$ cat config.mk
export PLATFORM = sky130hd
export DESIGN_NAME = clock_period_monitor
export DESIGN_NICKNAME = d
export VERILOG_FILES = /design/src/rtl/timer_pkg.sv /design/src/rtl/clk_edge_sync.sv /design/src/rtl/clock_period_monitor.sv
export SDC_FILE = /design/constraint.sdc
export NUM_CORES = 1
export LEC_CHECK = 0
export CAP_MARGIN = 20
export CORE_MARGIN = 10
export CORE_UTILIZATION = 54
export DETAILED_ROUTE_END_ITERATION = 8
export PLACE_DENSITY = 0.77
export SLEW_MARGIN = 10
export SYNTH_ARGS = -nofsm -noshare
export SYNTH_HDL_FRONTEND = slang
export SYNTH_SLANG_ARGS = --single-unit
$ cat constraint.sdc
create_clock -name clk -period 4.75 [get_ports clk]
set_input_delay 0.95 -clock clk [delete_from_list [all_inputs] [get_ports clk]]
set_output_delay 0.95 -clock clk [all_outputs]
set_load 0.005 [all_outputs]
$ cat src/rtl/timer_pkg.sv
// Shared timer definitions for the clock dividers and the clock period monitor.
// Contents:
//   state_t          - period monitor FSM state (IDLE, MEASURE, LOCKED), 2 bits
//   *_DEF constants  - default period, tolerance and timeout for a 1 kHz tick
//                      derived from a 100 MHz system clock
package timer_pkg;

    typedef enum logic [1:0] {
        IDLE    = 2'd0,
        MEASURE = 2'd1,
        LOCKED  = 2'd2
    } state_t;

    localparam int CW_DEF      = 26;
    localparam int EXP_CNT_DEF = 100000;
    localparam int TOL_DEF     = 500;
    localparam int LOCK_N_DEF  = 4;
    localparam int TIMEOUT_DEF = 200000;

endpackage

$ cat src/rtl/clk_edge_sync.sv
// Brings an asynchronous divided clock into the clk domain and emits a
// one-cycle pulse per rising edge.
// Build option: DEGLITCH_EN inserts a registered 3-tap majority filter after
// the synchroniser so single-cycle glitches are ignored (two extra cycles of
// latency). Without it every synchronised rise is reported.
// Ports:
//   clk_i    - system clock
//   rst_ni   - asynchronous active-low reset
//   clk_in_i - divided clock under test, asynchronous to clk_i
//   rise_o   - one-cycle pulse per detected rising edge
module clk_edge_sync (
    input  logic clk_i,
    input  logic rst_ni,
    input  logic clk_in_i,
    output logic rise_o
);

    logic meta_q;
    logic s_q;

    always_ff @(posedge clk_i or negedge rst_ni) begin
        if (!rst_ni) begin
            meta_q <= 1'b0;
            s_q    <= 1'b0;
        end else begin
            meta_q <= clk_in_i;
            s_q    <= meta_q;
        end
    end

`ifdef DEGLITCH_EN
    logic t1_q;
    logic t2_q;
    logic filt_q;
    logic filt_qq;

    // Majority of three consecutive samples: a level must persist for at
    // least two cycles before the filtered signal follows it.
    always_ff @(posedge clk_i or negedge rst_ni) begin
        if (!rst_ni) begin
            t1_q    <= 1'b0;
            t2_q    <= 1'b0;
            filt_q  <= 1'b0;
            filt_qq <= 1'b0;
        end else begin
            t1_q    <= s_q;
            t2_q    <= t1_q;
            filt_q  <= (s_q & t1_q) | (s_q & t2_q) | (t1_q & t2_q);
            filt_qq <= filt_q;
        end
    end

    assign rise_o = filt_q & ~filt_qq;
`else
    logic s_qq;

    always_ff @(posedge clk_i or negedge rst_ni) begin
        if (!rst_ni) begin
            s_qq <= 1'b0;
        end else begin
            s_qq <= s_q;
        end
    end

    assign rise_o = s_q & ~s_qq;
`endif

endmodule

$ cat src/rtl/clock_period_monitor.sv
// Measures the period of a divided clock (clk_in) in system clock cycles,
// declares lock after LOCK_N consecutive in-tolerance periods and reports
// loss when no rising edge arrives for TIMEOUT cycles.
// Build option: DEGLITCH_EN enables the majority glitch filter in
// clk_edge_sync (rise-to-strobe latency 5 clk instead of 3).
// Ports:
//   clk          - system clock
//   rst_n        - asynchronous active-low reset
//   clk_in       - divided clock under test, asynchronous to clk
//   period       - last measured period in clk cycles
//   period_valid - one-cycle strobe when period is updated
//   in_tol       - last measured period was within TOL of EXP_CNT
//   locked       - high while in the LOCKED state (one cycle behind the FSM)
//   loss_pulse   - one-cycle strobe when edges stop arriving
module clock_period_monitor
    import timer_pkg::*;
#(
    parameter int CW      = CW_DEF,
    parameter int EXP_CNT = EXP_CNT_DEF,
    parameter int TOL     = TOL_DEF,
    parameter int LOCK_N  = LOCK_N_DEF,
    parameter int TIMEOUT = TIMEOUT_DEF
) (
    input  logic          clk,
    input  logic          rst_n,
    input  logic          clk_in,
    output logic [CW-1:0] period,
    output logic          period_valid,
    output logic          in_tol,
    output logic          locked,
    output logic          loss_pulse
);

    localparam int GW = $clog2(LOCK_N + 1);

    // Unsigned distance check with one spare bit so cnt+1 cannot wrap.
    function automatic logic within_tol(input logic [CW:0] p);
        logic [CW:0] e;
        logic [CW:0] t;
        e = (CW+1)'(EXP_CNT);
        t = (CW+1)'(TOL);
        if (p >= e) begin
            return (p - e) <= t;
        end else begin
            return (e - p) <= t;
        end
    endfunction

    logic          rise;
    state_t        state_q;
    logic [CW-1:0] cnt_q;
    logic [CW-1:0] cnt_d;
    logic [GW-1:0] good_q;
    logic [CW-1:0] period_q;
    logic          pv_q;
    logic          in_tol_q;
    logic          locked_q;
    logic          loss_q;
    logic [CW:0]   meas;
    logic          meas_ok;
    logic          timeout;

    clk_edge_sync u_sync (
        .clk_i    (clk),
        .rst_ni   (rst_n),
        .clk_in_i (clk_in),
        .rise_o   (rise)
    );

    // A rise at cnt==k closes a period of k+1 cycles.
    assign meas    = {1'b0, cnt_q} + (CW+1)'(1);
    assign meas_ok = within_tol(meas);
    // A rise on the timeout cycle is a valid (long) period, not a loss.
    assign timeout = (state_q != IDLE) && !rise && (cnt_q == CW'(TIMEOUT - 1));

    always_comb begin
        cnt_d = cnt_q;
        if (rise) begin
            cnt_d = '0;
        end else if (cnt_q != '1) begin
            cnt_d = cnt_q + CW'(1);
        end
    end

    always_ff @(posedge clk or negedge rst_n) begin
        if (!rst_n) begin
            state_q  <= IDLE;
            cnt_q    <= '0;
            good_q   <= '0;
            period_q <= '0;
            pv_q     <= 1'b0;
            in_tol_q <= 1'b0;
            locked_q <= 1'b0;
            loss_q   <= 1'b0;
        end else begin
            cnt_q    <= cnt_d;
            pv_q     <= 1'b0;
            loss_q   <= 1'b0;
            // Follows the state one cycle late so lock is seen after the strobe.
            locked_q <= (state_q == LOCKED);
            unique case (state_q)
                IDLE: begin
                    // First edge only starts a measurement window.
                    if (rise) begin
                        state_q <= MEASURE;
                        good_q  <= '0;
                    end
                end
                MEASURE, LOCKED: begin
                    if (rise) begin
                        period_q <= meas[CW-1:0];
                        pv_q     <= 1'b1;
                        in_tol_q <= meas_ok;
                        if (!meas_ok) begin
                            good_q  <= '0;
                            state_q <= MEASURE;
                        end else if (state_q == MEASURE) begin
                            if (good_q == GW'(LOCK_N - 1)) begin
                                good_q  <= GW'(LOCK_N);
                                state_q <= LOCKED;
                            end else begin
                                good_q <= good_q + GW'(1);
                            end
                        end
                    end else if (timeout) begin
                        state_q  <= IDLE;
                        loss_q   <= 1'b1;
                        good_q   <= '0;
                        in_tol_q <= 1'b0;
                    end
                end
                default: state_q <= IDLE;
            endcase
        end
    end

    assign period       = period_q;
    assign period_valid = pv_q;
    assign in_tol       = in_tol_q;
    assign locked       = locked_q;
    assign loss_pulse   = loss_q;

endmodule

==> reports/results.md <==
| Quantity | Reported |
|:---|:---|
| Dominant cell by count in the synthesized netlist | sky130_fd_sc_hd__dfrtp_1 |
| Endpoint type of the worst setup path | register |
| Max_cap viols | 0 |
| Global placer's final weighted congestion | 0.958 |
| Vias per cell | 6.44 |
| Number of gates resized after CTS | 0 |
| Share of power burned in registers | 48.3% |
| Placement-stage cell area | 0.00442 sq mm |
| Die boundary height | 107 um |
| Leftover overflow at the end of global routing | 0 |
| Quantity of hold-fixing buffers added after cts | 0 |
| Share of cells above drive strength 1 | 8.70% |
| Area growth syn-to-layout | 11.6% |
| Count of yosys warnings during synthesis | 0 |
| Cell Int Power | 900 uW |
| Post-synth top flop | sky130_fd_sc_hd__dfrtp_1 |
| Skew final | 0.0119 ns |
| CP Launch Type | register |
| Routed len/inst | 18.8 um |
| GRT Resource Usage Total | 19.3% |
| Pre-Repair DR Iteration Count | 5 |
| Part of the Yosys area used for sequential elements | 38.9% |
| Total power after layout | 1330 uW |
| Core Util, Final | 62.7% |
| H-tree lvl count | 3 |
| Via count of the first global-routing pass | 3369 |
| Total nets after synthesis | 477 |
| Cell at the root of the clock tree | sky130_fd_sc_hd__clkbuf_8 |
| First-pass GRT wire length | 17.8 mm |
| Critical-path top delay cell | sky130_fd_sc_hd__dfrtp_1 |
| Max IR drop VDD | 0.000231 V |
| Transition time at the pin with the least slew margin | 0.715 ns |
| Fraction of power consumed by the clock network | 32.1% |
| Power density relative to cell area | 290 mW/mm^2 |
| I/O pin cnt | 33 |
| Clk buf depth | 2 |
| Delay of the slowest cell on the worst path | 0.56 ns |
| Cells taking the most area after synthesis | sky130_fd_sc_hd__dfrtp_1 39%, sky130_fd_sc_hd__nand2_1 4.5%, sky130_fd_sc_hd__o21ai_0 4.3% |
| Classification of the worst-slack hold path | register to register |
| Largest family of logic cells by synthesized area | simple AND/OR/NAND/NOR gates |
| Shortest clock period the worst path allows after layout | 4.12 ns |
| Arrival time of the worst setup path | 4.36 ns |
| Yosys top cell area share | 38.9% |
| Crit path kind | register to register |
| TritonCTS buffer count | 9 |
| Cell area after layout | 0.00459 sq mm |
| Fraction of power spent switching nets | 32.4% |
| Most frequent cells after synthesis | 64 x sky130_fd_sc_hd__dfrtp_1, 49 x sky130_fd_sc_hd__nand2_1, 35 x sky130_fd_sc_hd__o21ai_0 |
| Std cell rows | 31 |
| Maximum number of pins on one net before global-route repair | 55 |
| Number of storage elements in the synthesis netlist | 64 |
| Clock transition at the registers of the reported paths | 0.08 ns |
| Cell type with the highest aggregate area in the netlist | sky130_fd_sc_hd__dfrtp_1 |
| Count of antenna diodes in the layout | 0 |
| Count of pins over their slew limit | 0 |
| Fraction of registers with async set or reset after synthesis | 100% |
| Post-synthesis cell area | 0.00412 sq mm |
| EDFF count, synth | 0 |
| Number of antenna violations at the first check in global routing | 0 |
| Clock Sinks | 64 |
| Final TNS setup | 0 ns |
| Hold Fails Final Rpt | 0 |
| Req. time, crit path | 4.99 ns |
| Max Clock Freq | 243 MHz |
| Cells after Synth | 465 |
| Die Footprint | 0.0115 sq mm |
| Core Box Area | 0.00733 sq mm |
| Critical Path, Cell by Cell | ha_1 > nand2_1 > nor4_1 > xnor2_1 > and4_4 > o21ai_1 > a211o_1 > and3_1 > o31ai_4 > nor3_1 > a221o_1 |
| Overall die width | 107 um |
| Net count of the finished layout | 490 |
| DRC | 0 |
| Switch Pwr | 431 uW |
| Count of buffers inserted at the top-level ports | 32 |
| # Post-CTS Setup Buffers | 0 |
| WL final | 10.9 mm |
| Synthesized-area fraction occupied by and/or/nand/nor cells | 26.3% |
| Rel. slew slack | 52.0% |
| Leak Pwr | 0.00183 uW |
| CTS tree | done |
| Result of the run | finished, final reports clean |
| Logic gate share of total power | 19.6% |
| RSZ-0062 raised after global routing | no |
| Insertion delay of the later-clocked pin in the worst-skew pair | 0.35 ns |
| Period utilisation layout | 86.8% |
| Initial detailed-routing violation count | 290 |
| Critical-path maximum fanout | 15 |
| Adder-cell share of the synthesized area | 2.74% |
| Via count | 3750 |
| Synthesized-area fraction occupied by ao, oa, aoi and oai cells | 19.9% |
| Xor-xnor portion of the synthesized cell area | 5.53% |
| Count of unique library cells instantiated by Yosys | 72 |
| Placed cell count | 566 |
| Final count of negative-setup-slack endpoints | 0 |
| Fraction of synthesized area in multiplexers | 1.03% |
| Avg Synthesized Cell Area | 8.85 sq um |
| HPWL after DPL | 7.82 mm |
| Number of nets still failing antenna checks after routing | 0 |
| Non-filler cells in the finished layout | 582 |
| Initial Utilization | 56.1% |
## flip-flops by register name, summed over array words and instances (netlist names)
| register | flops |
|---|---|
| u_sync.s_q | 1 |
| state_q | 2 |
| cnt_q | 26 |
| u_sync.s_qq | 1 |
| period_valid | 1 |
| u_sync.meta_q | 1 |
| loss_pulse | 1 |
| period | 26 |
| locked | 1 |
| in_tol | 1 |
| good_q | 3 |
## cell usage in the layout, fill, tap and decap left out, drive strengths merged, types with 6 or more instances in the layout
| cell | instances |
|---|---|
| a21oi | 32 |
| and2 | 7 |
| nor3 | 15 |
| nand3 | 24 |
| clkdlybuf4s50 | 31 |
| nand4 | 15 |
| nor4 | 12 |
| nor2 | 17 |
| ha | 9 |
| dfrtp | 64 |
| clkbuf | 12 |
| and3 | 8 |
| a31oi | 6 |
| nor2b | 6 |
| xnor2 | 19 |
| xor2 | 7 |
| o21ai | 37 |
| nand2 | 49 |
| inv | 15 |
## critical path, delay by kind of cell (launching register included)
kind                       cells  cell delay, ns
and+or+nand+nor                5            1.52
AOI/OAI and AO/OA              4            1.03
DFF                            1            0.56
adders and majority gates      1            0.55
xor gates and xnor gates       1            0.35
## layer usage
layer  vias to the layer above  wire, um  global-route usage [%]
met5                         -         0                       0
met3                        31      1190                    5.33
met1                      1787      4750                    27.3
met4                         0       312                    9.19
met2                       196      4670                    26.4
li1                       1736         -                       -
## cell families after synthesis
logic type,count (synthesis)
DFF,64
AOI/OAI and AO/OA,124
adders and majority gates,9
muxes,4
buffers and inverters,50
xor gates and xnor gates,26
and+or+nand+nor,188
## cell type report
type | instances | area, sq um
timing repair buffer | 36 | 345
sequential | 64 | 1600
clock inverter | 4 | 30.0
fill | 630 | 2740
multi-input combinational | 351 | 2290
inverter | 16 | 60.1
clock buffer | 12 | 145
tap | 99 | 124
## worst paths after layout
path / startpoint / end / slack [ns] / depth (start not counted)
worst min register to register: u_sync.meta_q / u_sync.s_q / 0.35 / 0
worst min-delay path: u_sync.meta_q / u_sync.s_q / 0.35 / 0
worst max register to register: cnt_q[0] / state_q[0] / 0.63 / 11
max in group asynchronous: rst_n / cnt_q[12] / 3.22 / 2
min in group asynchronous: rst_n / cnt_q[1] / 0.58 / 1
worst max-delay path: cnt_q[0] / state_q[0] / 0.63 / 11
## per-stage QoR
step                      hold WS [ns]  setup WS, ns
after floorplan                  0.331          1.59
after global routing             0.372         0.313
after CTS                        0.352         0.692
final                            0.351         0.627
after global placement           0.335         0.824
after detailed placement         0.335         0.703
## power by group through the flow
stage               sequential [uW]  combinational (uW)  clock [uW]
detailed placement              651                 261           0
floorplan                       617                 200           0
global route                    650                 293         460
global placement                648                 258           0
CTS                             641                 261         435
finish                          643                 261         427
(Power assumes the default switching activity.)
